$ cat src/rtl/traffic_light.sv
// Timed Moore traffic-light controller cycling RED -> GREEN -> YELLOW -> RED.
// Lamp outputs are registered alongside the state so they change on the same edge as the state.
module traffic_light #(
    parameter int RED_CYCLES    = 10,
    parameter int GREEN_CYCLES  = 8,
    parameter int YELLOW_CYCLES = 3
) (
    input  logic clk,
    input  logic rst,
    output logic red,
    output logic yellow,
    output logic green
);

    localparam int MAX_RG     = (RED_CYCLES > GREEN_CYCLES) ? RED_CYCLES : GREEN_CYCLES;
    localparam int MAX_CYCLES = (MAX_RG > YELLOW_CYCLES) ? MAX_RG : YELLOW_CYCLES;
    localparam int CNT_W      = (MAX_CYCLES > 1) ? $clog2(MAX_CYCLES) : 1;

    localparam logic [CNT_W-1:0] RED_LAST    = CNT_W'(RED_CYCLES - 1);
    localparam logic [CNT_W-1:0] GREEN_LAST  = CNT_W'(GREEN_CYCLES - 1);
    localparam logic [CNT_W-1:0] YELLOW_LAST = CNT_W'(YELLOW_CYCLES - 1);

    if (RED_CYCLES < 1) begin : g_bad_red
        $fatal(1, "traffic_light: RED_CYCLES must be >= 1");
    end
    if (GREEN_CYCLES < 1) begin : g_bad_green
        $fatal(1, "traffic_light: GREEN_CYCLES must be >= 1");
    end
    if (YELLOW_CYCLES < 1) begin : g_bad_yellow
        $fatal(1, "traffic_light: YELLOW_CYCLES must be >= 1");
    end

    typedef enum logic [1:0] {
        RED    = 2'b00,
        GREEN  = 2'b01,
        YELLOW = 2'b10
    } state_t;

    state_t           state;
    logic [CNT_W-1:0] count;

    // Lamps are loaded with the decode of the state being entered, so they always match state.
    always_ff @(posedge clk) begin
        if (rst) begin
            state  <= RED;
            count  <= '0;
            red    <= 1'b1;
            yellow <= 1'b0;
            green  <= 1'b0;
        end else begin
            case (state)
                RED: begin
                    if (count == RED_LAST) begin
                        state  <= GREEN;
                        count  <= '0;
                        red    <= 1'b0;
                        yellow <= 1'b0;
                        green  <= 1'b1;
                    end else begin
                        count <= count + 1'b1;
                    end
                end
                GREEN: begin
                    if (count == GREEN_LAST) begin
                        state  <= YELLOW;
                        count  <= '0;
                        red    <= 1'b0;
                        yellow <= 1'b1;
                        green  <= 1'b0;
                    end else begin
                        count <= count + 1'b1;
                    end
                end
                YELLOW: begin
                    if (count == YELLOW_LAST) begin
                        state  <= RED;
                        count  <= '0;
                        red    <= 1'b1;
                        yellow <= 1'b0;
                        green  <= 1'b0;
                    end else begin
                        count <= count + 1'b1;
                    end
                end
                default: begin
                    state  <= RED;
                    count  <= '0;
                    red    <= 1'b1;
                    yellow <= 1'b0;
                    green  <= 1'b0;
                end
            endcase
        end
    end

endmodule

$ cat config.mk
export PLATFORM = sky130hd
export DESIGN_NAME = traffic_light
export DESIGN_NICKNAME = d
export VERILOG_FILES = /design/src/rtl/traffic_light.sv
export SDC_FILE = /design/constraint.sdc
export NUM_CORES = 1
export LEC_CHECK = 0
export ABC_AREA = 1
export CAP_MARGIN = 10
export CORE_AREA = 2 2 39 41
export CTS_CLUSTER_SIZE = 30
export DETAILED_ROUTE_END_ITERATION = 10
export DIE_AREA = 0 0 41 43
export SLEW_MARGIN = 20
export SYNTH_ARGS = -nofsm -noshare
export SYNTH_HDL_FRONTEND = slang
export SYNTH_SLANG_ARGS = --single-unit
$ cat constraint.sdc
create_clock -name clk -period 1.15 [get_ports clk]
set_input_delay 0.23 -clock clk [delete_from_list [all_inputs] [get_ports clk]]
set_output_delay 0.23 -clock clk [all_outputs]
set_load 0.1 [all_outputs]
==> out/results.tsv <==
stage	metric	value	unit
status	status	completed	
drt	number of vias in the routed layout	352	
drt	Avg WL per Cell	8.85	µm
drt	first drt pass iteration count	4	
global_route	Tot GR Track Use	10.3	%
worst_setup_path	CP max-delay cell	dfxtp_2	
worst_setup_path	Crit path buffers/inverters	3	
worst_setup_path	WP data arrival	1.21	ns
sta	Worst-Margin Slew	0.212	ns
synthesis	FF+latch count, synth	7	
worst_setup_path	slowest cell delay on critical path	0.35	ns
floorplan	FP Rows	14	
placed_design	GPL Wtd Cong	0.765	
drt	Antenna Nets Post-Route	0	
sta	Fin. Hold Viols	0	
floorplan	area of the core	1380	µm²
cells_and_area	Finished Layout Cells	82	
floorplan	die area	1760	µm²
job	max-cap violation count	0	
clocking	clock tree buffer depth	2	
synthesis	syn nets	60	
min_path	class of the worst hold path	flop to flop	
drt	drt total wl	726	µm
power	switch share	49.1	%
worst_setup_path	CP Cell Sequence	inv_1 > ha_2 > inv_2 > nand3_2 > nand3_2 > nand2_1 > inv_1	
floorplan	I/O pins	5	
floorplan	Die X-Extent	41	µm
power	Flop pwr share	26.6	%
global_route	vias in the first global route	319	
clocking	clk sink count	7	
worst_setup_path	endpoint type of the worst setup path	flop	
sta	fin crit period	1.08	ns
power	clock power share	12.0	%
synthesis	Area contributors post-synth	dfxtp_1, nand3_1, ha_1	
sta	Fmax	930	MHz
power	Gate power share	61.4	%
floorplan	initial cell density of the core	29.2	%
cells_and_area	nets@finish	72	
power	Pint	0.903	mW
sta	max-slew violations	0	
clocking	Reg clk slew, reported paths	0.05	ns
synthesis	post-synth top area cell	dfxtp_1	
global_route	initial antenna violation count	0	
worst_setup_path	Top delay family on crit path	flip-flops	
synthesis	post-synthesis cell area	404	µm²
synthesis	Mapped Cells	55	
cells_and_area	layout cell share with drive strength beyond 1	53.0	%
global_route	first-pass GRT wire length	1.21	mm
synthesis	Syn. warnings	0	
power	maximum vdd drop	1.81	mV
global_route	largest net degree at the start of global routing	7	
global_route	GRT overflow	0	
placed_design	Post-DP HPWL	578	µm
cells_and_area	Area growth syn-to-layout	45.8	%
sta	Max transition margin	85.8	%
sta	worst setup margin	0.0743	ns
cells_and_area	final core occ	42.6	%
sta	# setup viols final	0	
worst_setup_path	worst setup path class	flop to flop	
clocking	Root Buffer	clkbuf_4	
sta	part of the cycle the worst path needs	93.5	%
worst_setup_path	startpoint types	flop	
sta	Clock Skews	0.00512	ns
power	P_leak	0.274	nW
sta	setup TNS	0	ns
floorplan	die height	43	µm
placed_design	DP Cell Count	77	
worst_setup_path	worst-path fanout max	4	
drt	vias per std cell	4.29	
clocking	htree depth	1	
sta	final hold slack	0.475	ns
drt	Starting DRT DRC Count	7	
clocking	hold buffer count at CTS	0	
synthesis	Yosys cell types	12	
clocking	CTS Buf Count	3	
power	PwrDens	3010	nW/µm²
synthesis	register area share after synthesis	34.7	%
clocking	CTS tree	yes	
power	switching power	0.870	mW
placed_design	Buffers on Ports	4	
sta	RSZ-0062 raised after global routing	no	
placed_design	pre-CTS setup slack	0.00365	ns
synthesis	Post-Syn Area per Cell	7.35	µm²
synthesis	share of the synthesized area in the top cell type	34.7	%
worst_setup_path	Worst Path Required	1.29	ns
clocking	Clock Latency Late Sink	0.25	ns
cells_and_area	Ant. Diodes	0	
drt	post-route DRC violation count	0	
## layer usage
layer | up-vias | track usage (%) | share of wire (%) | wire length [µm]
li1 | 197 | - | - | -
met1 | 151 | 12.9 | 49 | 359
met2 | 2 | 13.8 | 47 | 342
met3 | 2 | 1.57 | 0.41 | 3
met4 | 0 | 10.0 | 2.6 | 19
met5 | - | 0 | 0 | 0
## worst paths after layout
path	from	endpoint	slack [ns]	depth (start not counted)
worst min register to register	red$_SDFFE_PP1P_	red$_SDFFE_PP1P_	0.48	2
worst max register to register	count[0]$_SDFF_PP0_	count[1]$_SDFF_PP0_	0.07	7
worst max-delay path	count[0]$_SDFF_PP0_	count[1]$_SDFF_PP0_	0.07	7
worst min-delay path	red$_SDFFE_PP1P_	red$_SDFFE_PP1P_	0.48	2
## sequential cells by signal (all words and copies together), names as in the netlist
signal  cells
count       4
red         1
state       1
yellow      1
## worst register-to-register path: stages (launching register included)
cell     delay, ns
dfxtp_2       0.35
inv_1         0.05
ha_2          0.31
inv_2         0.04
nand3_2       0.05
nand3_2       0.07
nand2_1       0.07
inv_1         0.04
## logic make-up (layout without fill, tap and decap cells)
logic type	count (synthesis)	count (layout)	share of synthesized area [%]
AO/OA/AOI/OAI	4	4	4.95
XOR/XNOR	2	2	4.34
adder cells (fa/ha/maj)	3	3	9.29
buffers and inverters	13	24	12.1
flip-flops	7	7	34.7
AND/OR/NAND/NOR	26	26	34.7
## power groups by stage
| stage | clock, mW | sequential [mW] | combinational, mW |
|---|---|---|---|
| after floorplan | 0 | 0.731 | 0.404 |
| after global placement | 0 | 0.467 | 0.981 |
| after detailed placement | 0 | 0.467 | 0.986 |
| after CTS | 0.225 | 0.466 | 0.988 |
| after global routing | 0.238 | 0.487 | 1.17 |
| final | 0.213 | 0.471 | 1.09 |
## placed cells by master (no fill, tap or decap), types with 3 or more instances in the layout
cell type	n
buf_4	3
nand2_1	5
inv_2	5
nand2_2	3
nand3_1	5
buf_12	3
a21oi_1	3
clkbuf_4	3
nand3_2	7
dfxtp_2	3
inv_1	8
nor2_1	3
## cell usage after synthesis, drive strengths merged
| cell type | number |
|---|---|
| a21oi | 4 |
| nor2 | 5 |
| nand3 | 12 |
| xor2 | 2 |
| ha | 3 |
| nand2 | 9 |
| inv | 13 |
| dfxtp | 7 |
## layout make-up
cell class	instances	area (µm²)
fillers	139	795
well taps	16	20.0
inverters	13	48.8
flip-flops and latches	7	151
clock inverters	1	5.00
clock buffers	3	22.5
multi-input cells	35	249
repair buffers	7	92.6
## through the flow
step           power, mW  area (µm²)
2_1_floorplan       1.14         413
3_3_place_gp        1.45         518
3_5_place_dp        1.45         518
4_1_cts             1.68         547
5_1_grt             1.90         589
6_report            1.77         589
## timing repair
action,CTS,global route
setup endpoints to repair,1,6
gates resized for setup,1,10
cloned,0,0
setup buffers,0,1
pin swaps,0,5
(Power assumes the default switching activity.)
